$ cat src/rtl/operand_fwd_if.sv
// Bundle between the ID/EX/DM pipeline control and the operand forwarding unit.
// The master drives the ID-stage fields and stage results; the slave returns operands and hazard status.
interface operand_fwd_if #(
    parameter int DATA_W = 32,
    parameter int ADDR_W = 5,
    parameter int IMM_W  = 16,
    parameter int NUM_RD = 2
);
    logic                       stall_ID_EX;
    logic                       stall_EX_DM;
    logic                       flush_ID_EX;
    logic [NUM_RD*ADDR_W-1:0]   rd_addr_ID;
    logic [NUM_RD*DATA_W-1:0]   rd_data_ID;
    logic [NUM_RD-1:0]          rd_used_ID;
    logic [NUM_RD*2-1:0]        srcsel_ID;
    logic [IMM_W-1:0]           imm_ID;
    logic [DATA_W-1:0]          pc_ID;
    logic [ADDR_W-1:0]          dst_addr_ID;
    logic                       we_ID;
    logic                       ld_ID;
    logic [DATA_W-1:0]          dst_EX_DM;
    logic [DATA_W-1:0]          dst_DM_WB;
    logic [NUM_RD*DATA_W-1:0]   src;
    logic [DATA_W-1:0]          p0_EX_DM;
    logic                       load_use_stall;
    logic [NUM_RD-1:0]          byp_EX;
    logic [NUM_RD-1:0]          byp_DM;

    modport master (
        output stall_ID_EX, stall_EX_DM, flush_ID_EX, rd_addr_ID, rd_data_ID, rd_used_ID,
               srcsel_ID, imm_ID, pc_ID, dst_addr_ID, we_ID, ld_ID, dst_EX_DM, dst_DM_WB,
        input  src, p0_EX_DM, load_use_stall, byp_EX, byp_DM
    );

    modport slave (
        input  stall_ID_EX, stall_EX_DM, flush_ID_EX, rd_addr_ID, rd_data_ID, rd_used_ID,
               srcsel_ID, imm_ID, pc_ID, dst_addr_ID, we_ID, ld_ID, dst_EX_DM, dst_DM_WB,
        output src, p0_EX_DM, load_use_stall, byp_EX, byp_DM
    );
endinterface

$ cat src/rtl/operand_fwd_unit.sv
// EX-stage operand delivery with self-generated bypass selects, load-use detection and store-data pipelining.
// Optional RF_WT_BYP_EN: capture the DM/WB result at ID/EX when the register file is not write-before-read.
module operand_fwd_unit #(
    parameter int DATA_W = 32,
    parameter int ADDR_W = 5,
    parameter int IMM_W  = 16,
    parameter int NUM_RD = 2
) (
    input  logic          clk,
    input  logic          rst,
    operand_fwd_if.slave  bus
);

    localparam logic [ADDR_W-1:0] ZERO_ADDR = {ADDR_W{1'b0}};

    logic [NUM_RD-1:0][DATA_W-1:0] rd_data_r;
    logic [NUM_RD-1:0][ADDR_W-1:0] rd_addr_r;
    logic [NUM_RD-1:0]             used_r;
    logic [NUM_RD-1:0][1:0]        sel_r;
    logic [IMM_W-1:0]              imm_r;
    logic [DATA_W-1:0]             pc_r;
    logic [ADDR_W-1:0]             dst_ex_r;
    logic                          we_ex_r;
    logic                          ld_ex_r;
    logic [ADDR_W-1:0]             dst_dm_r;
    logic                          we_dm_r;
    logic                          ld_dm_r;
    logic [ADDR_W-1:0]             dst_wb_r;
    logic                          we_wb_r;
    logic [DATA_W-1:0]             p0_r;

    logic [NUM_RD-1:0][DATA_W-1:0] cap_data_s;
    logic [NUM_RD-1:0][DATA_W-1:0] fwd_s;
    logic [NUM_RD-1:0][DATA_W-1:0] src_s;
    logic [NUM_RD-1:0]             byp_ex_s;
    logic [NUM_RD-1:0]             byp_dm_s;
    logic                          load_use_s;

    // Read data captured at ID/EX, optionally overridden by the value being written back this cycle.
    always_comb begin
        cap_data_s = '0;
        for (int k = 0; k < NUM_RD; k++) begin
`ifdef RF_WT_BYP_EN
            if (we_wb_r && (dst_wb_r != ZERO_ADDR) &&
                (bus.rd_addr_ID[k*ADDR_W +: ADDR_W] == dst_wb_r)) begin
                cap_data_s[k] = bus.dst_DM_WB;
            end else begin
                cap_data_s[k] = bus.rd_data_ID[k*DATA_W +: DATA_W];
            end
`else
            cap_data_s[k] = bus.rd_data_ID[k*DATA_W +: DATA_W];
`endif
        end
    end

    // ID/EX register: data fields follow the stall, control fields are cleared by a flush even when stalled.
    always_ff @(posedge clk or posedge rst) begin
        if (rst) begin
            rd_data_r <= '0;
            rd_addr_r <= '0;
            used_r    <= '0;
            sel_r     <= '0;
            imm_r     <= '0;
            pc_r      <= '0;
            dst_ex_r  <= '0;
            we_ex_r   <= 1'b0;
            ld_ex_r   <= 1'b0;
        end else begin
            if (!bus.stall_ID_EX) begin
                rd_data_r <= cap_data_s;
                rd_addr_r <= bus.rd_addr_ID;
                imm_r     <= bus.imm_ID;
                pc_r      <= bus.pc_ID;
                dst_ex_r  <= bus.dst_addr_ID;
            end
            if (bus.flush_ID_EX) begin
                used_r  <= '0;
                sel_r   <= '0;
                we_ex_r <= 1'b0;
                ld_ex_r <= 1'b0;
            end else if (!bus.stall_ID_EX) begin
                used_r  <= bus.rd_used_ID;
                sel_r   <= bus.srcsel_ID;
                we_ex_r <= bus.we_ID;
                ld_ex_r <= bus.ld_ID;
            end
        end
    end

    // Destination tracking through EX/DM and DM/WB, plus the store-data register.
    always_ff @(posedge clk or posedge rst) begin
        if (rst) begin
            dst_dm_r <= '0;
            we_dm_r  <= 1'b0;
            ld_dm_r  <= 1'b0;
            dst_wb_r <= '0;
            we_wb_r  <= 1'b0;
            p0_r     <= '0;
        end else if (!bus.stall_EX_DM) begin
            dst_dm_r <= dst_ex_r;
            we_dm_r  <= we_ex_r;
            ld_dm_r  <= ld_ex_r;
            dst_wb_r <= dst_dm_r;
            we_wb_r  <= we_dm_r;
            p0_r     <= fwd_s[0];
        end
    end

    // Bypass detection and operand selection; a load at EX/DM has no data yet, so it never feeds byp_EX.
    always_comb begin
        byp_ex_s = '0;
        byp_dm_s = '0;
        fwd_s    = '0;
        src_s    = '0;
        for (int k = 0; k < NUM_RD; k++) begin
            byp_ex_s[k] = used_r[k] && we_dm_r && !ld_dm_r &&
                          (rd_addr_r[k] != ZERO_ADDR) && (rd_addr_r[k] == dst_dm_r);
            byp_dm_s[k] = used_r[k] && we_wb_r &&
                          (rd_addr_r[k] != ZERO_ADDR) && (rd_addr_r[k] == dst_wb_r);
            if (byp_ex_s[k]) begin
                fwd_s[k] = bus.dst_EX_DM;
            end else if (byp_dm_s[k]) begin
                fwd_s[k] = bus.dst_DM_WB;
            end else begin
                fwd_s[k] = rd_data_r[k];
            end
            case (sel_r[k])
                2'd0:    src_s[k] = fwd_s[k];
                2'd1:    src_s[k] = DATA_W'($signed(imm_r));
                2'd2:    src_s[k] = DATA_W'(imm_r);
                2'd3:    src_s[k] = pc_r;
                default: src_s[k] = fwd_s[k];
            endcase
        end
    end

    // Load-use hazard between the ID-stage readers and a load sitting in ID/EX.
    always_comb begin
        load_use_s = 1'b0;
        for (int k = 0; k < NUM_RD; k++) begin
            if (bus.rd_used_ID[k] && ld_ex_r && we_ex_r && (dst_ex_r != ZERO_ADDR) &&
                (bus.rd_addr_ID[k*ADDR_W +: ADDR_W] == dst_ex_r)) begin
                load_use_s = 1'b1;
            end else begin
                load_use_s = load_use_s;
            end
        end
    end

    assign bus.src            = src_s;
    assign bus.byp_EX         = byp_ex_s;
    assign bus.byp_DM         = byp_dm_s;
    assign bus.load_use_stall = load_use_s;
    assign bus.p0_EX_DM       = p0_r;

endmodule

$ cat src/flat_wrapper.sv
// flat-port wrapper written by rule: the top's interface ports become plain ports
module operand_fwd_unit_flat 
#(
    parameter int DATA_W = 32,
    parameter int ADDR_W = 5,
    parameter int IMM_W  = 16,
    parameter int NUM_RD = 2
)
  (clk, rst, bus_stall_ID_EX, bus_stall_EX_DM, bus_flush_ID_EX, bus_rd_addr_ID, bus_rd_data_ID, bus_rd_used_ID, bus_srcsel_ID, bus_imm_ID, bus_pc_ID, bus_dst_addr_ID, bus_we_ID, bus_ld_ID, bus_dst_EX_DM, bus_dst_DM_WB, bus_src, bus_p0_EX_DM, bus_load_use_stall, bus_byp_EX, bus_byp_DM);
  operand_fwd_if #(.DATA_W(DATA_W), .ADDR_W(ADDR_W), .IMM_W(IMM_W), .NUM_RD(NUM_RD)) bus_i ();
  input  logic clk;
  input  logic rst;
  input wire logic [$bits(bus_i.stall_ID_EX)-1:0] bus_stall_ID_EX;
  input wire logic [$bits(bus_i.stall_EX_DM)-1:0] bus_stall_EX_DM;
  input wire logic [$bits(bus_i.flush_ID_EX)-1:0] bus_flush_ID_EX;
  input wire logic [$bits(bus_i.rd_addr_ID)-1:0] bus_rd_addr_ID;
  input wire logic [$bits(bus_i.rd_data_ID)-1:0] bus_rd_data_ID;
  input wire logic [$bits(bus_i.rd_used_ID)-1:0] bus_rd_used_ID;
  input wire logic [$bits(bus_i.srcsel_ID)-1:0] bus_srcsel_ID;
  input wire logic [$bits(bus_i.imm_ID)-1:0] bus_imm_ID;
  input wire logic [$bits(bus_i.pc_ID)-1:0] bus_pc_ID;
  input wire logic [$bits(bus_i.dst_addr_ID)-1:0] bus_dst_addr_ID;
  input wire logic [$bits(bus_i.we_ID)-1:0] bus_we_ID;
  input wire logic [$bits(bus_i.ld_ID)-1:0] bus_ld_ID;
  input wire logic [$bits(bus_i.dst_EX_DM)-1:0] bus_dst_EX_DM;
  input wire logic [$bits(bus_i.dst_DM_WB)-1:0] bus_dst_DM_WB;
  output wire logic [$bits(bus_i.src)-1:0] bus_src;
  output wire logic [$bits(bus_i.p0_EX_DM)-1:0] bus_p0_EX_DM;
  output wire logic [$bits(bus_i.load_use_stall)-1:0] bus_load_use_stall;
  output wire logic [$bits(bus_i.byp_EX)-1:0] bus_byp_EX;
  output wire logic [$bits(bus_i.byp_DM)-1:0] bus_byp_DM;
  assign bus_i.stall_ID_EX = bus_stall_ID_EX;
  assign bus_i.stall_EX_DM = bus_stall_EX_DM;
  assign bus_i.flush_ID_EX = bus_flush_ID_EX;
  assign bus_i.rd_addr_ID = bus_rd_addr_ID;
  assign bus_i.rd_data_ID = bus_rd_data_ID;
  assign bus_i.rd_used_ID = bus_rd_used_ID;
  assign bus_i.srcsel_ID = bus_srcsel_ID;
  assign bus_i.imm_ID = bus_imm_ID;
  assign bus_i.pc_ID = bus_pc_ID;
  assign bus_i.dst_addr_ID = bus_dst_addr_ID;
  assign bus_i.we_ID = bus_we_ID;
  assign bus_i.ld_ID = bus_ld_ID;
  assign bus_i.dst_EX_DM = bus_dst_EX_DM;
  assign bus_i.dst_DM_WB = bus_dst_DM_WB;
  assign bus_src = bus_i.src;
  assign bus_p0_EX_DM = bus_i.p0_EX_DM;
  assign bus_load_use_stall = bus_i.load_use_stall;
  assign bus_byp_EX = bus_i.byp_EX;
  assign bus_byp_DM = bus_i.byp_DM;
  operand_fwd_unit #(.DATA_W(DATA_W), .ADDR_W(ADDR_W), .IMM_W(IMM_W), .NUM_RD(NUM_RD)) u_core (.clk(clk), .rst(rst), .bus(bus_i));
endmodule
$ cat config.mk
export PLATFORM = sky130hd
export DESIGN_NAME = operand_fwd_unit_flat
export DESIGN_NICKNAME = d
export VERILOG_FILES = /design/src/rtl/operand_fwd_if.sv /design/src/rtl/operand_fwd_unit.sv /design/src/flat_wrapper.sv
export SDC_FILE = /design/constraint.sdc
export NUM_CORES = 1
export LEC_CHECK = 0
export CORE_ASPECT_RATIO = 1.4
export CORE_MARGIN = 5
export CORE_UTILIZATION = 42
export DETAILED_ROUTE_END_ITERATION = 10
export PLACE_DENSITY = 0.74
export SLEW_MARGIN = 40
export SYNTH_ARGS = -nofsm -noshare
export SYNTH_HDL_FRONTEND = slang
export SYNTH_SLANG_ARGS = --single-unit
$ cat constraint.sdc
create_clock -name clk -period 5.8 [get_ports clk]
set_clock_uncertainty 0.15 [all_clocks]
set_input_delay 0.87 -clock clk [delete_from_list [all_inputs] [get_ports clk]]
set_output_delay 0.87 -clock clk [all_outputs]
set_load 0.01 [all_outputs]
==> flow_metrics.tcl <==
set metrics [dict create \
    yosys_warnings 0 \
    post_dp_cell_area_mm2 0.0128 \
    whs_ps 357 \
    total_power_mw 3.58 \
    cp_top_family "simple AND/OR/NAND/NOR gates" \
    core_mm2 0.0224 \
    syn_inst 808 \
    start_util 0.424 \
    post-route-period-util 0.821 \
    rsz0062_at_grt "false" \
    cts_root_buffer "clkbuf_16" \
    hp-class "reg2reg" \
    slew_viol_final 0 \
    max_freq_mhz 210 \
    die-area_mm2 0.0257 \
    yosysTopAreaCell "dfrtp_1" \
    gp_congestion 0.848 \
    maxSlewHeadroom 0.450 \
    grt_pass1_wl_mm 49.1 \
    dieHeight_um 188 \
    finalWirelength_mm 32.3 \
    cts_resized 0 \
    worst-path-buf-inv 2 \
    synth_area_per_cell_um2 11.7 \
    synth-async-reset-ratio 1.00 \
    syn2layout_area_growth_pct 41.6 \
    p_leak_nw 5.58 \
    arrival_ps 3740 \
    numCtsBuffers 17 \
    cts-htree-levels 4 \
    final_cell_area_mm2 0.0134 \
    maxCapViolations 0 \
    yosysUniqueCellTypes 40 \
    die_w_um 137 \
    cts_tree "built" \
    synth_edf_count 0 \
    drt_iter0_drc 763 \
    cts_setup_buffers 0 \
    synth_ff_type "dfrtp_1" \
    synthTopCellsByArea "dfrtp_1, mux2_2, mux2i_1" \
    crit_path_max_fanout 17 \
    first_global_vias 8520 \
    clk_latency_ps 440 \
    vias 8077 \
    ir_worst_vdd_mv 0.200 \
    remaining_drc_errors 0 \
    status "finished, final reports clean" \
    cp-end-kind "output port" \
    cp-start-kind "flop" \
    dp_slack_ps 1570 \
    dr.pass1.iters 6 \
    grt.total_usage 0.249 \
    ctsHoldBuffers 0 \
    required_ps 4780 \
    setup_ws_ps 1040 \
    drtAntennaViolNets 0 \
    synth_nets 1012 \
    syn-cell-area_mm2 0.00948 \
    finalHoldViolCount 0 \
    clock-sinks 180 \
    powerDensity_mw_per_mm2 266 \
    wire_per_inst_um 23.1 \
    use_met3 0.0523 \
    rows 65 \
    path_cells "nor3_1, and2_1, or4b_2, buf_4, a21oi_1, a221oi_1, clkdlybuf4s50_1" \
    use_met2 0.414 \
    cpMaxStageDelayCell "or4b_2" \
    synth_common_cells "dfrtp_1, mux2_2, a21oi_1, mux2i_1, clkbuf_1" \
    met1_usage 0.303 \
    crit_type "reg2out" \
    setup_viol 0 \
    post-route-min-period_ps 4760 \
    tightest_slew_ps 825 \
    path_clk_slew_ps 80 \
    synth_seq_area_share 0.475 \
    grt.busiest_layer "met2" \
    ys_seq_elements 180 \
    vias_per_cell 5.78 \
    critPathMaxStageDelay_ps 650 \
    netlist.area_leader.share 0.475 \
    io_pins 305 \
    grt_overflow 0 \
    cts.path.max_buffers 2 \
    grt_max_degree 104 \
    drive_gt1_frac 0.202 \
    io_buffers 304 \
    fin_setup_tns_ps 0 \
    yosysMostFrequentCell "dfrtp_1" \
    fin_nets 1281 \
    dp_hpwl_mm 22.8 \
    antenna_found_initial 6 \
]
[path summary, 6_finish.rpt]
| path | from | endpoint | slack (ps) | cells after the start |
|---|---|---|---|---|
| min in group asynchronous | rst | u_core.rd_data_r[34]$_DFFE_PP0N_ | 750 | 3 |
| hold / removal | u_core.rd_data_r[46]$_DFFE_PP0N_ | u_core.rd_data_r[46]$_DFFE_PP0N_ | 360 | 1 |
| setup / recovery | u_core.rd_addr_r[1]$_DFFE_PP0N_ | bus_src[3] | 1040 | 7 |
| setup reg to reg | u_core.dst_wb_r[2]$_DFFE_PP0N_ | u_core.bus.p0_EX_DM[6]$_DFFE_PP0N_ | 2900 | 6 |
| max in group asynchronous | rst | u_core.rd_data_r[26]$_DFFE_PP0N_ | 3930 | 4 |
| hold reg to reg | u_core.rd_data_r[46]$_DFFE_PP0N_ | u_core.rd_data_r[46]$_DFFE_PP0N_ | 360 | 1 |
[sequential cells by signal, indices dropped and copies added, names as in the netlist]
register,count
u_core.imm_r,16
u_core.pc_r,32
u_core.rd_addr_r,10
u_core.used_r,2
u_core.sel_r,4
u_core.we_wb_r,1
u_core.ld_dm_r,1
u_core.rd_data_r,64
u_core.dst_ex_r,5
u_core.bus.p0_EX_DM,32
u_core.dst_wb_r,5
u_core.we_dm_r,1
u_core.ld_ex_r,1
u_core.we_ex_r,1
u_core.dst_dm_r,5
[worst register-to-register path, stage by stage (launching register included)]
cell     delay (ps)
dfrtp_1         410
xnor2_1         190
nand4_1         220
or4b_2         1070
buf_4           400
mux2i_1         250
a21oi_1         100
[stage by stage]
| stage | utilization | instances |
|---|---|---|
| after global routing | 0.600 | 1397 |
| after detailed placement | 0.572 | 1359 |
| final | 0.600 | 1397 |
| after floorplan | - | 808 |
| after CTS | 0.599 | 1391 |
| after global placement | 0.568 | 1355 |
[area by class of cell]
class / instances / area [um2]
clock buffer: 18 / 439
multi-input combinational: 538 / 4630
clock inverter: 14 / 168
antenna: 6 / 15.0
sequential: 180 / 4510
timing repair buffer: 317 / 3200
tap: 301 / 377
fill: 1866 / 8940
inverter: 23 / 90.1
[layer usage]
layer / vias to the layer above / wire (um) / part of all wire
met5: - / 0 / 0
met4: 0 / 1290 / 0.040
met3: 80 / 2290 / 0.071
met2: 384 / 16400 / 0.51
met1: 3997 / 12400 / 0.38
li1: 3616 / - / -
[placed cells by master (no fill, tap or decap), types with 13 or more instances in the layout]
| cell type | instances |
|---|---|
| o221ai_1 | 16 |
| nor2_1 | 13 |
| a221o_1 | 16 |
| a222oi_1 | 30 |
| clkbuf_16 | 17 |
| o22ai_1 | 33 |
| mux2i_1 | 69 |
| xnor2_1 | 20 |
| inv_1 | 22 |
| o21ai_1 | 29 |
| clkdlybuf4s50_1 | 303 |
| dfrtp_1 | 179 |
| a21oi_1 | 81 |
| mux2_2 | 152 |
[logic make-up (layout without fill, tap and decap cells)]
group           Yosys count  count (layout)  synth area share
buf+inv                  90             372            0.0405
mux                     229             229             0.266
simple gates             64              64            0.0389
other cells               0               6                 0
xor+xnor                 31              31            0.0286
compound gates          214             214             0.151
flops                   180             180             0.475
[power breakdown]
group	internal, mW	total [mW]	switching [mW]
sequential	1.39	1.51	0.123
clock	0.660	1.20	0.537
combinational	0.509	0.866	0.357
total	2.56	3.58	1.02
Note: power is estimated with default switching activity, not from simulation.
